==> src/rtl/mips_pkg.sv <==
// Shared constants and types for the 16-bit, 8-register MIPS core front end.
// Instruction field positions, the NOP encoding and the fetch-stage action type.
package mips_pkg;

    localparam int REG_ADDR_W = 3;
    localparam int RS_MSB     = 11;
    localparam int RS_LSB     = 9;
    localparam int RT_MSB     = 8;
    localparam int RT_LSB     = 6;

    localparam logic [15:0] NOP = 16'h0000;

    typedef enum logic [1:0] {
        ACT_ADVANCE,
        ACT_STALL,
        ACT_BRANCH
    } fetch_act_e;

    // A redirect squashes the stall request: the stalled instruction is on the wrong path.
    function automatic fetch_act_e pick_action(input logic branch_taken, input logic stall);
        if (branch_taken)
            return ACT_BRANCH;
        else if (stall)
            return ACT_STALL;
        else
            return ACT_ADVANCE;
    endfunction

endpackage

==> src/rtl/if_id_stage_if.sv <==
// Signal bundle between the fetch/IF-ID stage and its environment
// (instruction memory, hazard unit, EX-stage redirect, decode consumers).
interface if_id_stage_if #(
    parameter int PC_W    = 16,
    parameter int INSTR_W = 16,
    parameter int CNT_W   = 16
);
    import mips_pkg::*;

    logic [PC_W-1:0]       imem_addr;
    logic [INSTR_W-1:0]    imem_rdata;
    logic                  DataHazard;
    logic                  branch_taken;
    logic [PC_W-1:0]       branch_target;
    logic [INSTR_W-1:0]    instr_ID;
    logic [PC_W-1:0]       pc_plus_ID;
    logic                  valid_ID;
    logic [REG_ADDR_W-1:0] rsaddr_ID;
    logic [REG_ADDR_W-1:0] rtaddr_ID;
    logic                  bubble_EX;
    logic [CNT_W-1:0]      stall_cnt;
    logic                  hazard_err;

    modport master (
        output imem_addr, instr_ID, pc_plus_ID, valid_ID, rsaddr_ID, rtaddr_ID,
               bubble_EX, stall_cnt, hazard_err,
        input  imem_rdata, DataHazard, branch_taken, branch_target
    );

    modport slave (
        input  imem_addr, instr_ID, pc_plus_ID, valid_ID, rsaddr_ID, rtaddr_ID,
               bubble_EX, stall_cnt, hazard_err,
        output imem_rdata, DataHazard, branch_taken, branch_target
    );

endinterface

==> src/rtl/pc_reg.sv <==
// Program counter with load (redirect), hold (stall) and increment (advance).
// pc_inc is the sequential successor, shared with the IF/ID register.
module pc_reg #(
    parameter int              PC_W     = 16,
    parameter logic [PC_W-1:0] RESET_PC = '0,
    parameter int              PC_INC   = 2
) (
    input  logic            clk,
    input  logic            rst,
    input  logic            load,
    input  logic [PC_W-1:0] load_val,
    input  logic            hold,
    output logic [PC_W-1:0] pc,
    output logic [PC_W-1:0] pc_inc
);

    // Wraps modulo 2^PC_W by construction.
    assign pc_inc = pc + PC_W'(PC_INC);

    // NOTE: state registers use non-blocking assignment so every flop samples pre-edge values.
    always_ff @(posedge clk) begin
        if (rst)
            pc <= RESET_PC;
        else if (load)
            pc <= load_val;
        else if (!hold)
            pc <= pc_inc;
    end

endmodule

==> src/rtl/if_id_stage.sv <==
// Fetch stage and IF/ID pipeline register: PC, instruction latch, rs/rt decode for the
// hazard unit, stall freeze with ID/EX bubble, branch flush, stall statistics and alarm.
module if_id_stage
    import mips_pkg::*;
#(
    parameter int              PC_W      = 16,
    parameter int              INSTR_W   = 16,
    parameter logic [PC_W-1:0] RESET_PC  = '0,
    parameter int              PC_INC    = 2,
    parameter int              CNT_W     = 16,
    parameter int              MAX_STALL = 2
) (
    input logic           clk,
    input logic           rst,
    if_id_stage_if.master bus
);

    localparam int CONS_W = $clog2(MAX_STALL + 2);

    logic              stall;
    fetch_act_e        act;
    logic [PC_W-1:0]   pc_inc;
    logic [CONS_W-1:0] consec;
    logic [CONS_W:0]   consec_next;

    // A stall on an empty slot would only waste a cycle, so invalid slots never stall.
    assign stall         = bus.DataHazard & bus.valid_ID & ~bus.branch_taken;
    assign bus.bubble_EX = stall;

    always_comb begin
        act = pick_action(bus.branch_taken, stall);
    end

    pc_reg #(
        .PC_W     (PC_W),
        .RESET_PC (RESET_PC),
        .PC_INC   (PC_INC)
    ) u_pc_reg (
        .clk      (clk),
        .rst      (rst),
        .load     (act == ACT_BRANCH),
        .load_val (bus.branch_target),
        .hold     (act == ACT_STALL),
        .pc       (bus.imem_addr),
        .pc_inc   (pc_inc)
    );

    always_ff @(posedge clk) begin
        if (rst) begin
            bus.instr_ID   <= INSTR_W'(NOP);
            bus.pc_plus_ID <= '0;
            bus.valid_ID   <= 1'b0;
        end else begin
            unique case (act)
                ACT_BRANCH: begin
                    bus.instr_ID   <= INSTR_W'(NOP);
                    bus.pc_plus_ID <= '0;
                    bus.valid_ID   <= 1'b0;
                end
                ACT_STALL: ;
                default: begin
                    bus.instr_ID   <= bus.imem_rdata;
                    bus.pc_plus_ID <= pc_inc;
                    bus.valid_ID   <= 1'b1;
                end
            endcase
        end
    end

    assign bus.rsaddr_ID = bus.valid_ID ? bus.instr_ID[RS_MSB:RS_LSB] : '0;
    assign bus.rtaddr_ID = bus.valid_ID ? bus.instr_ID[RT_MSB:RT_LSB] : '0;

    // One extra bit so the run-length compare is exact even when consec is saturated.
    assign consec_next = {1'b0, consec} + 1'b1;

    always_ff @(posedge clk) begin
        if (rst) begin
            bus.stall_cnt  <= '0;
            bus.hazard_err <= 1'b0;
            consec         <= '0;
        end else if (stall) begin
            if (bus.stall_cnt != '1)
                bus.stall_cnt <= bus.stall_cnt + 1'b1;
            if (consec != '1)
                consec <= consec + 1'b1;
            if (consec_next > (CONS_W + 1)'(MAX_STALL))
                bus.hazard_err <= 1'b1;
        end else begin
            consec <= '0;
        end
    end

endmodule

==> src/flat_wrapper.sv <==
// flat-port wrapper written by rule: the top's interface ports become plain ports
module if_id_stage_flat import mips_pkg::*;
#(
    parameter int              PC_W      = 16,
    parameter int              INSTR_W   = 16,
    parameter logic [PC_W-1:0] RESET_PC  = '0,
    parameter int              PC_INC    = 2,
    parameter int              CNT_W     = 16,
    parameter int              MAX_STALL = 2
)
  (clk, rst, bus_imem_addr, bus_instr_ID, bus_pc_plus_ID, bus_valid_ID, bus_rsaddr_ID, bus_rtaddr_ID, bus_bubble_EX, bus_stall_cnt, bus_hazard_err, bus_imem_rdata, bus_DataHazard, bus_branch_taken, bus_branch_target);
  if_id_stage_if #(.PC_W(PC_W), .INSTR_W(INSTR_W), .CNT_W(CNT_W)) bus_i ();
  input logic clk;
  input logic rst;
  output wire logic [$bits(bus_i.imem_addr)-1:0] bus_imem_addr;
  output wire logic [$bits(bus_i.instr_ID)-1:0] bus_instr_ID;
  output wire logic [$bits(bus_i.pc_plus_ID)-1:0] bus_pc_plus_ID;
  output wire logic [$bits(bus_i.valid_ID)-1:0] bus_valid_ID;
  output wire logic [$bits(bus_i.rsaddr_ID)-1:0] bus_rsaddr_ID;
  output wire logic [$bits(bus_i.rtaddr_ID)-1:0] bus_rtaddr_ID;
  output wire logic [$bits(bus_i.bubble_EX)-1:0] bus_bubble_EX;
  output wire logic [$bits(bus_i.stall_cnt)-1:0] bus_stall_cnt;
  output wire logic [$bits(bus_i.hazard_err)-1:0] bus_hazard_err;
  input wire logic [$bits(bus_i.imem_rdata)-1:0] bus_imem_rdata;
  input wire logic [$bits(bus_i.DataHazard)-1:0] bus_DataHazard;
  input wire logic [$bits(bus_i.branch_taken)-1:0] bus_branch_taken;
  input wire logic [$bits(bus_i.branch_target)-1:0] bus_branch_target;
  assign bus_imem_addr = bus_i.imem_addr;
  assign bus_instr_ID = bus_i.instr_ID;
  assign bus_pc_plus_ID = bus_i.pc_plus_ID;
  assign bus_valid_ID = bus_i.valid_ID;
  assign bus_rsaddr_ID = bus_i.rsaddr_ID;
  assign bus_rtaddr_ID = bus_i.rtaddr_ID;
  assign bus_bubble_EX = bus_i.bubble_EX;
  assign bus_stall_cnt = bus_i.stall_cnt;
  assign bus_hazard_err = bus_i.hazard_err;
  assign bus_i.imem_rdata = bus_imem_rdata;
  assign bus_i.DataHazard = bus_DataHazard;
  assign bus_i.branch_taken = bus_branch_taken;
  assign bus_i.branch_target = bus_branch_target;
  if_id_stage #(.PC_W(PC_W), .INSTR_W(INSTR_W), .RESET_PC(RESET_PC), .PC_INC(PC_INC), .CNT_W(CNT_W), .MAX_STALL(MAX_STALL)) u_core (.clk(clk), .rst(rst), .bus(bus_i));
endmodule
==> config.mk <==
export PLATFORM = sky130hd
export DESIGN_NAME = if_id_stage_flat
export DESIGN_NICKNAME = d
export VERILOG_FILES = /design/src/rtl/mips_pkg.sv /design/src/rtl/if_id_stage_if.sv /design/src/rtl/pc_reg.sv /design/src/rtl/if_id_stage.sv /design/src/flat_wrapper.sv
export SDC_FILE = /design/constraint.sdc
export NUM_CORES = 1
export LEC_CHECK = 0
export BUFFER_PORTS_ARGS = -buffer_cell sky130_fd_sc_hd__buf_2
export CAP_MARGIN = 20
export CORE_ASPECT_RATIO = 1.1
export CORE_UTILIZATION = 45
export CTS_CLUSTER_DIAMETER = 200
export DETAILED_ROUTE_END_ITERATION = 7
export GPL_TIMING_DRIVEN = 1
export PLACE_DENSITY = 0.76
export SETUP_SLACK_MARGIN = 0.05
export SYNTH_ARGS = -nofsm -noshare
export SYNTH_HDL_FRONTEND = slang
export SYNTH_SLANG_ARGS = --single-unit
==> constraint.sdc <==
create_clock -name clk -period 1.8 [get_ports clk]
set_input_delay 0.36 -clock clk [delete_from_list [all_inputs] [get_ports clk]]
set_output_delay 0.36 -clock clk [all_outputs]
set_load 0.05 [all_outputs]
# Word-level counts from Yosys, hierarchy flattened
# Index checks and enable logic that the tools add are counted.
[word_totals]
word_cells = 33
out_inout_bits = 73
inputBits = 36
regBits = 68
[classes]
order_cmp = 1
n_mux = 9
reduce_logical = 3
add_sub_neg = 4
eq_ne = 5
bitwise = 4
[ops]
columns = ["operator", "count"]
rows = [
  ["one-hot mux 16 bit (2 select lines)", 2],
  ["2-to-1 mux 16 bit", 2],
  ["adder 16 x 1 -> 16 bit (second input constant)", 1],
  ["adder 16 x 2 -> 16 bit (second input constant)", 1],
  ["!= test 16 bit (second input constant)", 1],
  ["2-to-1 mux 3 bit", 2],
  ["!= test 2 bit (second input constant)", 2],
  ["AND reduction 2 bit", 2],
  ["adder 2 x 1 -> 3 bit (second input constant)", 1],
  ["greater-than comparator 3 x 2 -> 1 bit (second input constant)", 1],
  ["adder 2 x 1 -> 2 bit (second input constant)", 1],
  ["AND 1 bit", 2],
  ["equality test 2 x 1 -> 1 bit (second input constant)", 1],
  ["equality test 2 bit (second input constant)", 1],
  ["2-to-1 mux 2 bit", 1],
  ["NOT 1 bit", 2],
  ["one-hot mux 1 bit (2 select lines)", 1],
  ["OR reduction 2 bit", 1],
  ["2-to-1 mux 1 bit", 1],
]

# Longest topological paths before layout
# Gate-level depths: netlist of run 1.
[logic_depth]
word_depth = 7
ltp_mapped = 7
depth_no_buf = 5

# Modules after synthesis
# Synthesis of run 1 repeated with hierarchy kept, for this count alone.
[hier_totals]
hier_cells = 340
hier_area_um2 = 3234.4
[modules_own_cells]
columns = ["mod", "area_each_um2", "seq_area_each_um2", "instances", "cells_each"]
rows = [
  ["if_id_stage", 2055.7, 1041.0, 1, 200],
  ["pc_reg", 1178.6, 320.3, 1, 140],
]

# Least setup slack after synthesis of run 1
# No wires, ideal clock.
[synth_path]
kind = "flip-flop to flip-flop"
start = "register u_core.bus.stall_cnt[0] (netlist bit)"
end = "register u_core.bus.stall_cnt[1] (netlist bit)"
period_less_slack_ns = 2.323
setup_time_ns = 0.128
setup_slack_ns = -0.523
path_buffers = 1
required_ns = 1.672
t_arrival_ns = 2.196
stages_incl_launch_ff = 7
path_cell_list = "dfxtp_1 -> ha_1 -> nand3_1 -> o41ai_1 -> buf_2 -> mux2i_1 -> nor2_1"
[synth_between]
elab_chain_len = 2
elab_cells_between_ends = 3
classes_between = "add/sub: 1; eq/ne: 1; reduce/logical: 1"
[synth_lines]
columns = ["element", "line_no", "rtl"]
rows = [
  ["from (decl)", "if_id_stage_if.sv:26", "bubble_EX, stall_cnt, hazard_err,"],
  ["from (signal assigned)", "if_id_stage.sv:83", "bus.stall_cnt <= bus.stall_cnt + 1'b1;"],
  ["parallel branches: the longest is 2 deep, another holds adder 16 x 1 -> 16 bit", "-", ""],
]
# Several ways; the timed one is not identified.
# A chain may end at the register's enable or synchronous reset.

# Final worst setup path of run 1
[layout_path]
start = "register u_core.bus.stall_cnt[2] (netlist bit)"
end = "register u_core.bus.stall_cnt[13] (netlist bit)"
# Same word-level chain as after synthesis.

==> flow_metrics.py, run 1 <==
metrics = {
    "grt": {
        "grt_pass1_wl_mm": 12.19,
        "grt_pass1_vias": 2658,
        "antenna_found_initial": 0,
        "grt_remaining_overflow": 0,
        "grt_usage_pct": 22.47,
        "grt_max_degree": 35,
    },
    "cells_and_area": {
        "nets": 523,
        "antenna_cells": 0,
        "drive_gt1_share_pct": 37.99,
        "final_cell_count_no_fill": 569,
        "syn_to_final_growth_pct": 35.10,
    },
    "min_path": {
        "hold_class": "in -> reg",
        "min_from": "bus_imem_rdata[8]",
        "hold_path_depth": 3,
        "min_to": "u_core.bus.instr_ID[8]",
    },
    "sta": {
        "rsz0062_at_grt": "false",
        "skew_ns": 0.009301,
        "fin_crit_sh_pct": 94.17,
        "slew_viol_final": 0,
        "hold_violations": 0,
        "worst_pin_slew_ns": 0.3581,
        "setup_viol": 0,
        "fmax_mhz": 590.0,
        "setup_tns_ns": 0,
        "slew_headroom_pct": 75.91,
        "finalCriticalPeriod_ns": 1.695,
        "worst_hold_slack_ns": 0.2549,
    },
    "place": {
        "gp_congestion": 0.8908,
        "dp_hpwl_mm": 5.765,
        "dp_cells": 550,
        "portBuffers": 108,
    },
    "power": {
        "power_density_nw_per_um2": 856.5,
        "seqPwrFrac_pct": 45.8,
        "p_leak_nw": 1.797,
        "netSwitchingPower_mw": 1.030,
        "internal_power_mw": 2.484,
        "pwr-share-clk_pct": 39.8,
        "combPwrFrac_pct": 14.4,
        "p_sw_share_pct": 29.31,
        "vdd_drop_max_v": 0.0006262,
        "p_total_mw": 3.514,
    },
    "synthesis": {
        "yosysWarnings": 0,
        "synth_area_um2": 3037,
        "synthCells": 366,
        "avgSynthCellArea_um2": 8.297,
        "synth-async-reset-ratio_pct": 0,
        "syn_nets": 407,
        "ys_ff_latch": 68,
        "yosys.cell_types.count": 40,
        "synthFlopType": "dfxtp_1",
        "synth-edff-count": 0,
        "seq_area_frac_synth_pct": 44.83,
    },
    "critical_path": {
        "timing_worst_setup_path_type": "reg -> reg",
        "r2r-start": "u_core.bus.stall_cnt[2]",
        "reg2reg_to": "u_core.bus.stall_cnt[13]",
        "r2r_cells": 4,
        "end_kind": "flop",
        "cp_data_arrival_time_ns": 1.96,
        "critical_path_required_ns": 2.07,
        "reg2reg_slack_ns": 0.11,
        "crit_path_max_fanout": 8,
        "cp-start-kind": "flop",
    },
    "floorplan": {
        "pin_count": 109,
        "dieHeight_um": 88.16,
        "die_w_um": 80.33,
        "core_um2": 6555,
        "num_rows": 31,
        "start_util_pct": 46.33,
        "die_area_um2": 7081,
    },
    "routing": {
        "drtIter0Drc": 134,
        "vias": 3086,
        "dr.pass1.iters": 4,
        "routed_wl_mm": 8.045,
        "wire_per_inst_um": 14.14,
        "ant_nets": 0,
        "drcViolationCount": 0,
        "vias_per_cell": 5.424,
    },
    "clocking": {
        "cts.sinks": 68,
        "cts_tree": "built",
        "path_clk_slew_ns": 0.08,
        "worstSkewPairLatency_ns": 0.34,
        "htree_levels": 3,
        "ctsLongestPathBuffers": 2,
        "root_buffer": "clkbuf_8",
        "cts_inserted_buffers": 9,
    },
    "job": {
        "cap_violations": 0,
    },
    "status": {
        "outcome": "finished clean",
    },
}
[metrics by stage]
| stage | area [um^2] | util (%) | setup slack, ns |
|---|---|---|---|
| detailed placement | 3826 | 58.37 | -0.03295 |
| finish | 4103 | 62.59 | 0.1050 |
| floorplan | 3139 | - | 0.02293 |
| global route | 4103 | 62.59 | 0.03437 |
| CTS | 4050 | 61.79 | 0.06458 |
| global placement | 3826 | 58.37 | 0.01545 |
[power by group through the flow]
| stage | clock [mW] | sequential [mW] | combinational (mW) |
|---|---|---|---|
| after floorplan | 0 | 1.82 | 0.167 |
| after global placement | 0 | 1.64 | 0.497 |
| after detailed placement | 0 | 1.64 | 0.505 |
| after CTS | 1.42 | 1.61 | 0.506 |
| after global routing | 1.48 | 1.62 | 0.542 |
| final | 1.40 | 1.61 | 0.506 |
[cell type report]
cell class,count,area [um^2]
clock inverter,7,100.1
tap,82,102.6
clock buffer,9,123.9
timing repair buffer,126,688.2
sequential,68,1429
multi-input combinational,267,1620
inverter,10,38.79
fill,591,2452
[routing by layer]
metal,GRT usage (%),share of wire [%],up-vias
li1,-,-,1548
met1,26.74,41,1435
met2,39.08,51,93
met3,4.479,5.9,10
met4,10.06,1.2,0
met5,0,0,-
[worst max-delay path: stages (launching register included)]
cell,delay (ns)
dfxtp_2,0.39
nand4_1,0.21
or4_4,0.47
or4_1,0.42
a21oi_1,0.14
[kinds of logic (layout without fill, tap and decap cells)]
group | count (synthesis) | count (layout) | share of synthesized area [%]
buf+inv | 31 | 152 | 3.914
xor+xnor | 20 | 20 | 5.769
compound gates | 87 | 87 | 17.39
simple gates | 151 | 151 | 24.72
fa+ha+maj | 5 | 5 | 2.060
mux | 4 | 4 | 1.319
flops | 68 | 68 | 44.83
[worst max-delay path by stage]
| stage | from | endpoint | slack, ns |
|---|---|---|---|
| 2_1_floorplan | u_core.bus.stall_cnt[13] | u_core.bus.stall_cnt[1] | 0.02 |
| 3_3_place_gp | bus_branch_taken | u_core.bus.stall_cnt[13] | 0.02 |
| 3_5_place_dp | bus_branch_taken | u_core.bus.stall_cnt[13] | -0.03 |
| 4_1_cts | u_core.u_pc_reg.pc[1] | u_core.u_pc_reg.pc[13] | 0.06 |
| 5_1_grt | u_core.bus.stall_cnt[2] | u_core.bus.stall_cnt[13] | 0.03 |
| 6_report | u_core.bus.stall_cnt[2] | u_core.bus.stall_cnt[13] | 0.11 |
[synth_stat cells, drive strengths merged (3+ instances only)]
master / instances / share of area [%]
nand4: 10 / 2.3
clkbuf: 19 / 2.4
and3: 3 / 0.62
nor4: 7 / 1.6
nor2: 23 / 2.8
a22oi: 4 / 0.99
o21ai: 16 / 2.6
nor3: 9 / 1.5
nand2: 57 / 7.0
a211oi: 11 / 2.7
xnor2: 13 / 3.7
nand3: 14 / 2.3
o31ai: 6 / 1.5
or4: 8 / 2.0
xor2: 7 / 2.0
or3: 6 / 1.2
and4: 3 / 0.87
dfxtp: 68 / 45
and2: 7 / 1.4
mux2i: 4 / 1.3
inv: 8 / 0.99
ha: 5 / 2.1
a21oi: 38 / 6.3
[layout by cell type (no fill, tap or decap), drive strengths merged, types with 5 or more instances in the layout]
cell type	Yosys	final
xor2	7	7
a21oi	38	38
dfxtp	68	68
buf	2	126
nor4	7	7
nand4	10	10
and2	7	7
a211oi	11	11
o31ai	6	6
or4	8	8
nand3	14	14
xnor2	13	13
inv	8	9
nand2	57	57
ha	5	5
nor3	9	9
clkbuf	19	9
clkinv	2	5
or3	6	6
nor2	23	23
o21ai	16	16
[repair_timing]
item	CTS	global route
resized for setup	0	6
setup endpoints to repair	0	17
hold buffers	0	0
setup buffers	0	3
endpoints found under the hold margin	0	0
Power figures use the tool's default switching activity.
==> run 2: changes to the inputs <==
--- a/config.mk
+++ b/config.mk
@@ -5,12 +5,13 @@
 export SDC_FILE = /design/constraint.sdc
 export NUM_CORES = 1
 export LEC_CHECK = 0
-export BUFFER_PORTS_ARGS = -buffer_cell sky130_fd_sc_hd__buf_2
+export BUFFER_PORTS_ARGS = -buffer_cell sky130_fd_sc_hd__buf_4
 export CAP_MARGIN = 20
 export CORE_ASPECT_RATIO = 1.1
 export CORE_UTILIZATION = 45
 export CTS_CLUSTER_DIAMETER = 200
 export DETAILED_ROUTE_END_ITERATION = 7
+export GPL_ROUTABILITY_DRIVEN = 0
 export GPL_TIMING_DRIVEN = 1
 export PLACE_DENSITY = 0.76
 export SETUP_SLACK_MARGIN = 0.05
==> flow_metrics.py, run 2 (synthesis gave the netlist of run 1 again) <==
metrics = {
    "routing": {
        "wire_per_inst_um": 14.54,
        "routed_wl_mm": 8.260,
        "ant_nets": 0,
        "vias_per_cell": 5.488,
        "dr.pass1.iters": 4,
        "vias": 3117,
        "drtIter0Drc": 178,
        "drcViolationCount": 0,
    },
    "clocking": {
        "root_buffer": "clkbuf_8",
        "path_clk_slew_ns": 0.08,
        "cts_inserted_buffers": 9,
        "worstSkewPairLatency_ns": 0.34,
        "cts_tree": "built",
        "cts.sinks": 68,
        "ctsLongestPathBuffers": 2,
        "htree_levels": 3,
    },
    "sta": {
        "worst_hold_slack_ns": 0.2626,
        "slew_viol_final": 0,
        "slew_headroom_pct": 70.18,
        "fin_crit_sh_pct": 94.00,
        "fmax_mhz": 591.0,
        "skew_ns": 0.006274,
        "rsz0062_at_grt": "false",
        "finalCriticalPeriod_ns": 1.692,
        "hold_violations": 0,
        "setup_viol": 0,
        "worst_pin_slew_ns": 0.4432,
    },
    "critical_path": {
        "cp-start-kind": "flop",
        "critPathMostFrequentCell": "or4_4",
        "cpMaxStageDelayCell": "or4_4",
        "crit_chain": "nand4_1 > or4_4 > or4_4 > a21oi_2",
        "cp_data_arrival_time_ns": 1.96,
        "timing_worst_setup_path_type": "reg -> reg",
        "max_stage_delay_ns": 0.48,
        "end_kind": "flop",
        "critical_path_required_ns": 2.07,
        "crit_path_max_fanout": 8,
    },
    "floorplan": {
        "start_util_pct": 46.33,
        "num_rows": 31,
        "dieHeight_um": 88.16,
        "core_um2": 6555,
        "die_w_um": 80.33,
        "die_area_um2": 7081,
        "pin_count": 109,
    },
    "grt": {
        "grt_usage_pct": 23.80,
        "use_met3_pct": 4.167,
        "grt_pass1_wl_mm": 13.03,
        "busiest_layer": "met2",
        "grt_max_degree": 35,
        "grt_remaining_overflow": 0,
        "grt_util_met1_pct": 28.07,
        "grt_pass1_vias": 2832,
        "met2_usage_pct": 42.27,
        "antenna_found_initial": 0,
    },
    "cells_and_area": {
        "final_cell_count_no_fill": 568,
        "final_util_pct": 65.97,
        "mostFrequentLayoutCells": "buf_4, nand2_1, dfxtp_1",
        "antenna_cells": 0,
        "syn_to_final_growth_pct": 42.40,
        "final_common_cell": "buf_4",
        "nets": 522,
        "multi_input_area_um2": 1618,
        "finalInstanceArea_um2": 4324,
        "seqCellArea_um2": 1429,
        "num-fill-cells": 581,
        "drive_gt1_share_pct": 37.86,
    },
    "power": {
        "pwr-share-clk_pct": 36.6,
        "vdd_drop_max_v": 0.0004453,
        "p_total_mw": 3.422,
        "netSwitchingPower_mw": 1.026,
        "p_sw_share_pct": 29.99,
        "power_density_nw_per_um2": 791.3,
        "combPwrFrac_pct": 16.3,
        "seqPwrFrac_pct": 47.1,
        "internal_power_mw": 2.396,
        "p_leak_nw": 1.815,
    },
    "min_path": {
        "hold_class": "in -> reg",
    },
    "place": {
        "dp_hpwl_mm": 5.940,
        "dp_cells": 549,
        "postPlaceCellArea_um2": 4076,
        "portBuffers": 108,
    },
    "status": {
        "outcome": "finished clean",
    },
    "job": {
        "cap_violations": 0,
    },
}
[run 2: critical path, delay by kind of cell (launching register included)]
family / cells / cell delay [ns]
flip-flops: 1 / 0.40
AND/OR/NAND/NOR: 3 / 1.10
AO/OA/AOI/OAI: 1 / 0.12
[run 2: cell type report]
class                           count  share of cell area, %
Inverter                           10                 0.8970
Timing Repair Buffer              125                  21.70
Clock buffer                        9                  2.865
Sequential cell                    68                  33.04
Multi-Input combinational cell    267                  37.41
Tap cell                           82                  2.373
Clock inverter                      7                  1.707
[run 2: repair_timing]
item,4_1_cts,5_1_grt
gates resized for setup,2,5
buffers inserted,0,3
pin swaps,0,1
hold buffers,0,0
endpoints found under the setup margin,2,10
[run 2: metal layers]
metal / routed length, um / vias to the layer above
li1: - / 1544
met1: 3462 / 1471
met2: 4192 / 90
met3: 468 / 12
met4: 136 / 0
met5: 0 / -
[run 2: power by group through the flow]
stage | registers (mW) | clock network, mW | logic [mW]
3_3_place_gp | 1.64 | 0 | 0.549
2_1_floorplan | 1.82 | 0 | 0.167
6_report | 1.61 | 1.25 | 0.558
3_5_place_dp | 1.65 | 0 | 0.555
5_1_grt | 1.62 | 1.35 | 0.593
4_1_cts | 1.61 | 1.28 | 0.557
[run 2: through the flow]
step                      setup slack, ns  setup TNS [ns]
after floorplan                   0.02293               0
after global placement           -0.03418        -0.03418
after detailed placement          -0.1100         -0.1100
after CTS                         0.06717               0
after global routing              0.04926               0
final                              0.1080               0
[run 2: final timing paths]
path | startpoint | to | slack [ns] | cells past startpoint
min | bus_imem_rdata[10] | u_core.bus.instr_ID[10] | 0.26 | 3
max | u_core.bus.stall_cnt[2] | u_core.bus.stall_cnt[13] | 0.11 | 4
min reg2reg | u_core.bus.instr_ID[15] | u_core.bus.instr_ID[15] | 0.45 | 2
max reg2reg | u_core.bus.stall_cnt[2] | u_core.bus.stall_cnt[13] | 0.11 | 4
